--- src/rtl/chunked_magnitude_comparator_if.sv ---
// Operand/result handshake bundle for the chunked magnitude comparator.
// The master side presents operands and accepts results; the slave side is
// the comparator itself.
interface chunked_magnitude_comparator_if #(
  parameter int WIDTH = 32,
  parameter int CW    = 4
);
  logic             start_valid;
  logic             start_ready;
  logic [WIDTH-1:0] a;
  logic [WIDTH-1:0] b;
  logic             signed_mode;
  logic             res_valid;
  logic             res_ready;
  logic             l;
  logic             e;
  logic             g;
  logic [CW-1:0]    cycles;

  modport master (
    output start_valid, a, b, signed_mode, res_ready,
    input  start_ready, res_valid, l, e, g, cycles
  );

  modport slave (
    input  start_valid, a, b, signed_mode, res_ready,
    output start_ready, res_valid, l, e, g, cycles
  );
endinterface

--- src/rtl/chunked_magnitude_comparator.sv ---
// Multi-cycle magnitude comparator. Walks the operands CHUNK bits at a time
// from the most-significant chunk down and stops at the first chunk that
// differs, producing one-hot less/equal/greater flags and the number of
// compare cycles spent. Signed compares are handled by flipping the sign bit
// of the top chunk only (offset-binary), so every chunk compare is unsigned.
module chunked_magnitude_comparator #(
  parameter int WIDTH = 32,
  parameter int CHUNK = 4
) (
  input  logic clk,
  input  logic rst_n,
  chunked_magnitude_comparator_if.slave bus
);

  localparam int N  = WIDTH / CHUNK;
  localparam int CW = $clog2(N + 1);
  localparam int IW = (N > 1) ? $clog2(N) : 1;

  generate
    if ((CHUNK < 1) || ((WIDTH % CHUNK) != 0)) begin : g_bad_chunk
      $error("chunked_magnitude_comparator: WIDTH must be a multiple of CHUNK");
    end
  endgenerate

  typedef enum logic [1:0] {
    IDLE    = 2'd0,
    COMPARE = 2'd1,
    DONE    = 2'd2
  } state_t;

  state_t           state;
  logic [WIDTH-1:0] a_q;
  logic [WIDTH-1:0] b_q;
  logic             smode_q;
  logic [IW-1:0]    idx;
  logic [CW-1:0]    cnt;
  logic             res_valid_q;
  logic             l_q;
  logic             e_q;
  logic             g_q;

  logic             flip_msb;
  logic [CHUNK-1:0] chunk_a;
  logic [CHUNK-1:0] chunk_b;

  // Pull chunk i out of v; optionally invert its MSB to map two's complement
  // onto an order-preserving unsigned code.
  function automatic logic [CHUNK-1:0] get_chunk(
    input logic [WIDTH-1:0] v,
    input logic [IW-1:0]    i,
    input logic             flip
  );
    logic [CHUNK-1:0] c;
    c = CHUNK'(v >> (int'(i) * CHUNK));
    if (flip) begin
      c[CHUNK-1] = ~c[CHUNK-1];
    end
    return c;
  endfunction

  // Select the current chunk pair; sign handling only applies to the top chunk.
  always_comb begin
    flip_msb = smode_q && (idx == IW'(N - 1));
    chunk_a  = get_chunk(a_q, idx, flip_msb);
    chunk_b  = get_chunk(b_q, idx, flip_msb);
  end

  // Control FSM with registered result flags, cycle counter and operands.
  always_ff @(posedge clk or negedge rst_n) begin
    if (!rst_n) begin
      state       <= IDLE;
      a_q         <= '0;
      b_q         <= '0;
      smode_q     <= 1'b0;
      idx         <= '0;
      cnt         <= '0;
      res_valid_q <= 1'b0;
      l_q         <= 1'b0;
      e_q         <= 1'b0;
      g_q         <= 1'b0;
    end else begin
      case (state)
        IDLE: begin
          if (bus.start_valid) begin
            a_q     <= bus.a;
            b_q     <= bus.b;
            smode_q <= bus.signed_mode;
            idx     <= IW'(N - 1);
            cnt     <= '0;
            state   <= COMPARE;
          end
        end
        COMPARE: begin
          cnt <= cnt + CW'(1);
          if (chunk_a != chunk_b) begin
            g_q         <= (chunk_a > chunk_b);
            l_q         <= !(chunk_a > chunk_b);
            e_q         <= 1'b0;
            res_valid_q <= 1'b1;
            state       <= DONE;
          end else if (idx != '0) begin
            idx <= idx - IW'(1);
          end else begin
            g_q         <= 1'b0;
            l_q         <= 1'b0;
            e_q         <= 1'b1;
            res_valid_q <= 1'b1;
            state       <= DONE;
          end
        end
        DONE: begin
          if (bus.res_ready) begin
            res_valid_q <= 1'b0;
            l_q         <= 1'b0;
            e_q         <= 1'b0;
            g_q         <= 1'b0;
            state       <= IDLE;
          end
        end
        default: begin
          state <= IDLE;
        end
      endcase
    end
  end

  assign bus.start_ready = (state == IDLE);
  assign bus.res_valid   = res_valid_q;
  assign bus.l           = l_q;
  assign bus.e           = e_q;
  assign bus.g           = g_q;
  assign bus.cycles      = cnt;

endmodule

--- src/flat_wrapper.sv ---
// flat-port wrapper written by rule: the top's interface ports become plain ports
module chunked_magnitude_comparator_flat 
#(
  parameter int WIDTH = 32,
  parameter int CHUNK = 4
)
  (clk, rst_n, bus_start_valid, bus_a, bus_b, bus_signed_mode, bus_res_ready, bus_start_ready, bus_res_valid, bus_l, bus_e, bus_g, bus_cycles);
  chunked_magnitude_comparator_if #(.WIDTH(WIDTH), .CW((4))) bus_i ();
  input  logic clk;
  input  logic rst_n;
  input wire logic [$bits(bus_i.start_valid)-1:0] bus_start_valid;
  input wire logic [$bits(bus_i.a)-1:0] bus_a;
  input wire logic [$bits(bus_i.b)-1:0] bus_b;
  input wire logic [$bits(bus_i.signed_mode)-1:0] bus_signed_mode;
  input wire logic [$bits(bus_i.res_ready)-1:0] bus_res_ready;
  output wire logic [$bits(bus_i.start_ready)-1:0] bus_start_ready;
  output wire logic [$bits(bus_i.res_valid)-1:0] bus_res_valid;
  output wire logic [$bits(bus_i.l)-1:0] bus_l;
  output wire logic [$bits(bus_i.e)-1:0] bus_e;
  output wire logic [$bits(bus_i.g)-1:0] bus_g;
  output wire logic [$bits(bus_i.cycles)-1:0] bus_cycles;
  assign bus_i.start_valid = bus_start_valid;
  assign bus_i.a = bus_a;
  assign bus_i.b = bus_b;
  assign bus_i.signed_mode = bus_signed_mode;
  assign bus_i.res_ready = bus_res_ready;
  assign bus_start_ready = bus_i.start_ready;
  assign bus_res_valid = bus_i.res_valid;
  assign bus_l = bus_i.l;
  assign bus_e = bus_i.e;
  assign bus_g = bus_i.g;
  assign bus_cycles = bus_i.cycles;
  chunked_magnitude_comparator #(.WIDTH(WIDTH), .CHUNK(CHUNK)) u_core (.clk(clk), .rst_n(rst_n), .bus(bus_i));
endmodule
--- config.mk ---
export PLATFORM = sky130hd
export DESIGN_NAME = chunked_magnitude_comparator_flat
export DESIGN_NICKNAME = d
export VERILOG_FILES = /design/src/rtl/chunked_magnitude_comparator_if.sv /design/src/rtl/chunked_magnitude_comparator.sv /design/src/flat_wrapper.sv
export SDC_FILE = /design/constraint.sdc
export NUM_CORES = 1
export LEC_CHECK = 0
export BUFFER_PORTS_ARGS = -buffer_cell sky130_fd_sc_hd__buf_2
export CORE_MARGIN = 10
export CORE_UTILIZATION = 30
export DETAILED_ROUTE_END_ITERATION = 10
export MAX_ROUTING_LAYER = met4
export PLACE_DENSITY = 0.57
export SLEW_MARGIN = 40
export SYNTH_ARGS = -nofsm -noshare
export SYNTH_HDL_FRONTEND = slang
export SYNTH_SLANG_ARGS = --single-unit
--- constraint.sdc ---
create_clock -name clk -period 2.6 [get_ports clk]
set_input_delay 0.52 -clock clk [delete_from_list [all_inputs] [get_ports clk]]
set_output_delay 0.52 -clock clk [all_outputs]
set_load 0.01 [all_outputs]
==> impl_table.tex <==
\begin{tabular}{lr}
\hline
Metric & Value \\
\hline
\multicolumn{2}{l}{\textbf{CTS}} \\
\quad CTS clock-pin slew for the worst setup and hold paths & 0.06 ns \\
\quad CTS Buf Count & 9 \\
\quad Maximum root-to-sink buffer count & 2 \\
\quad Count of clock tree sinks & 78 \\
\quad Root buffer selected by CTS & sky130\_fd\_sc\_hd\_\_clkbuf\_16 \\
\quad Clock latency of the later-clocked register in the worst-skew pair & 0.34 ns \\
\quad CTS tree & done \\
\quad Number of buffers added to fix hold violations after cts & 0 \\
\quad Total number of H-tree levels & 3 \\
\multicolumn{2}{l}{\textbf{Detailed routing}} \\
\quad Via density per instance & 4.69 \\
\quad DRC errors left & 0 \\
\quad Post-DR wirelength/cell & 16.9 um \\
\quad First drt pass iteration count & 4 \\
\quad Post-Route WL & 8780 um \\
\quad Drt initial violations & 79 \\
\quad Total via count in the routed design & 2437 \\
\quad Post-DRT Antenna Nets & 0 \\
\multicolumn{2}{l}{\textbf{Global routing}} \\
\quad Via count of the first global-routing pass & 2752 \\
\quad Global-route wire length before repair & 14500 um \\
\quad GR Overflow Total & 0 \\
\quad Antenna violations before repair & 0 \\
\quad Pin count of the biggest net entering global routing & 66 \\
\quad Global router's overall resource usage & 0.105 \\
\multicolumn{2}{l}{\textbf{Power and ir drop}} \\
\quad Pwr dens & 1320 mW/mm2 \\
\quad Leakage & 0.00218 uW \\
\quad Largest vdd supply drop & 419 uV \\
\quad Overall power consumption & 6360 uW \\
\multicolumn{2}{l}{\textbf{Floorplan}} \\
\quad Die boundary width & 132 um \\
\quad Die boundary height & 132 um \\
\quad Starting utilization of the core area & 0.311 \\
\quad Number of placement rows & 40 \\
\quad Number of top-level pins & 78 \\
\quad Core outline area & 0.0122 mm2 \\
\quad Die Area & 0.0175 mm2 \\
\multicolumn{2}{l}{\textbf{Finish}} \\
\quad Area of the multi-input gates & 0.00176 mm2 \\
\quad Area taken by flip-flops and latches & 0.00195 mm2 \\
\quad Top library cells by usage in the layout, fill and taps aside & 77 x sky130\_fd\_sc\_hd\_\_dfrtp\_1, 76 x sky130\_fd\_sc\_hd\_\_buf\_2, 67 x sky130\_fd\_sc\_hd\_\_mux2\_2 \\
\quad Most frequent standard cell in the layout excluding fill and tap cells & sky130\_fd\_sc\_hd\_\_dfrtp\_1 \\
\quad Fraction of layout cells with a size suffix above 1 & 0.565 \\
\quad Synth-to-Final Area Change & 27.7\% \\
\quad Number of antenna diodes & 0 \\
\quad Count of nets after finishing & 427 \\
\quad Fillcell total & 1150 \\
\quad Fin util & 0.397 \\
\multicolumn{2}{l}{\textbf{Synth}} \\
\quad Area of the mapped netlist & 0.00378 mm2 \\
\quad Count of flip-flops with a built-in enable after synthesis & 0 \\
\quad Share of flip-flops with an asynchronous set or reset after synthesis & 1.00 \\
\quad Share of synthesized area occupied by flip-flops and latches & 0.516 \\
\quad Yosys warns & 0 \\
\quad Count of different cell masters after synthesis & 34 \\
\quad Number of instances in the synthesized netlist & 263 \\
\quad Synthesized Nets & 343 \\
\quad Synth Flop Type & sky130\_fd\_sc\_hd\_\_dfrtp\_1 \\
\quad Post-synthesis average cell area & 14.4 um2 \\
\quad Synthesized flop and latch total & 78 \\
\multicolumn{2}{l}{\textbf{Timing}} \\
\quad Worst Max-Slew Pin Slew & 0.675 ns \\
\quad Setup Viol. Count Final & 2 \\
\quad Setup WS post-layout & -0.0232 ns \\
\quad Largest clock skew in the final design & 0.00841 ns \\
\quad Crit share post-route & 1.01 \\
\quad Setup repair after global routing missed its margin & yes \\
\quad Number of hold violations in the final report & 0 \\
\quad Final Critical Period & 2.62 ns \\
\quad Slew Limit Fails & 0 \\
\quad Final-layout worst hold slack & 0.190 ns \\
\quad Remaining max-slew budget at the tightest pin & 0.546 \\
\quad Accumulated negative setup slack & -0.0307 ns \\
\quad Top achievable clock speed & 381 MHz \\
\multicolumn{2}{l}{\textbf{Setup path}} \\
\quad Kind of critical path & flop to flop \\
\quad Worst-path fanout max & 6 \\
\quad Data required time at the worst endpoint & 2.85 ns \\
\quad Kind of capture point of the worst setup path & flop \\
\quad Arrival time reported for the critical path endpoint & 2.87 ns \\
\quad Register-to-register setup slack & -0.02 ns \\
\quad Nature of the critical path startpoint & flop \\
\multicolumn{2}{l}{\textbf{Placed design}} \\
\quad \# port buffers & 77 \\
\quad Final weighted congestion in routability-driven placement & 0.774 \\
\quad Sum of net half-perimeters after detailed placement & 6520 um \\
\multicolumn{2}{l}{\textbf{Hold path}} \\
\quad Path type of the worst min-delay path & input pin to asynchronous set/reset pin \\
\multicolumn{2}{l}{\textbf{Run status}} \\
\quad Status & finished with violations \\
\quad Violations in the final reports & setup timing \\
\multicolumn{2}{l}{\textbf{Job}} \\
\quad Reported max-cap violation count & 0 \\
\hline
\end{tabular}
critical path: stages (launching register included):
cell and delay, ns:
sky130_fd_sc_hd__dfrtp_2 0.43, sky130_fd_sc_hd__buf_12 0.15, sky130_fd_sc_hd__mux4_1 0.55, sky130_fd_sc_hd__mux2_4 0.31, sky130_fd_sc_hd__ha_4 0.25, sky130_fd_sc_hd__nand4_1 0.16
sky130_fd_sc_hd__o311ai_4 0.12, sky130_fd_sc_hd__or3_4 0.40, sky130_fd_sc_hd__o31ai_4 0.16
sequential cells by signal (all words and copies together) (netlist names):
name,flops
u_core.bus.g,1
u_core.state,2
u_core.smode_q,1
u_core.bus.res_valid,1
u_core.a_q,32
u_core.idx,3
u_core.bus.l,1
u_core.bus.e,1
u_core.bus.cycles,4
u_core.b_q,32
layer usage:
| metal | wire length, um | up-vias | track usage |
|---|---|---|---|
| li1 | - | 1145 | - |
| met1 | 4090 | 1231 | 0.129 |
| met2 | 4360 | 55 | 0.169 |
| met3 | 253 | 6 | 0.0232 |
| met4 | 65 | 0 | 0.0342 |
| met5 | 0 | - | - |
per-stage QoR:
step / area (um2) / std cells / worst slack [ns]
final: 4830 / 520 / -0.0232
after detailed placement: 4400 / 501 / -0.0301
after floorplan: 3780 / 263 / 0.0637
after CTS: 4820 / 520 / -0.0111
after global routing: 4830 / 520 / -0.146
after global placement: 4400 / 501 / -0.000384
cells by family (layout without fill, tap and decap cells):
| kind of cell | Yosys count | in the layout | synth area share |
|---|---|---|---|
| muxes | 88 | 88 | 0.313 |
| adders and majority gates | 11 | 11 | 0.0364 |
| buffers and inverters | 24 | 113 | 0.0334 |
| xor gates and xnor gates | 2 | 2 | 0.00463 |
| AOI/OAI and AO/OA | 25 | 25 | 0.0480 |
| and+or+nand+nor | 35 | 35 | 0.0483 |
| DFF | 78 | 78 | 0.516 |
final cells by class:
class / instances / share of cell area
sequential: 78 / 0.405
timing repair buffer: 89 / 0.114
multi-input combinational: 161 / 0.365
clock inverter: 6 / 0.0176
clock buffer: 10 / 0.0495
tap: 168 / 0.0435
inverter: 8 / 0.00622
where the power goes:
part / switching, uW / leakage, uW / total (uW) / internal [uW]
clock network: 487 / 0.000154 / 1350 / 863
registers: 330 / 0.000920 / 2150 / 1820
logic: 1230 / 0.00110 / 2860 / 1630
final timing paths:
path                                           startpoint                          to  cells past startpoint
worst max-delay path            u_core.idx[0]$_DFFE_PN0P_    u_core.bus.l$_DFFE_PN0P_                      8
worst min-delay path                                rst_n   u_core.a_q[6]$_DFFE_PN0P_                      1
worst max register to register  u_core.idx[0]$_DFFE_PN0P_    u_core.bus.l$_DFFE_PN0P_                      8
worst min register to register   u_core.bus.e$_DFFE_PN0P_    u_core.bus.e$_DFFE_PN0P_                      2
max in group asynchronous                           rst_n   u_core.idx[0]$_DFFE_PN0P_                      2
min in group clk                                bus_a[14]  u_core.a_q[14]$_DFFE_PN0P_                      2
timing repair:
item,CTS,global route
setup endpoints to repair,5,9
setup buffers,2,1
cloned,1,0
resized for setup,13,5
pin swaps,4,7
cells in the mapped netlist, drive strengths merged, types with 2 or more instances:
library cell,number,area (um2)
a31oi,2,12.5
xor2,2,17.5
inv,8,30.0
ha,11,138
nor2,6,22.5
nand2,10,37.5
o31ai,2,20.0
dfrtp,78,1950
mux2,68,766
mux4,16,379
nand2b,4,25.0
o21ai,11,55.1
clkbuf,2,7.51
nand3,4,20.0
a21oi,3,15.0
buf,14,88.8
mux2i,4,40.0
nand4,6,37.5
Power figures use the tool's default switching activity.
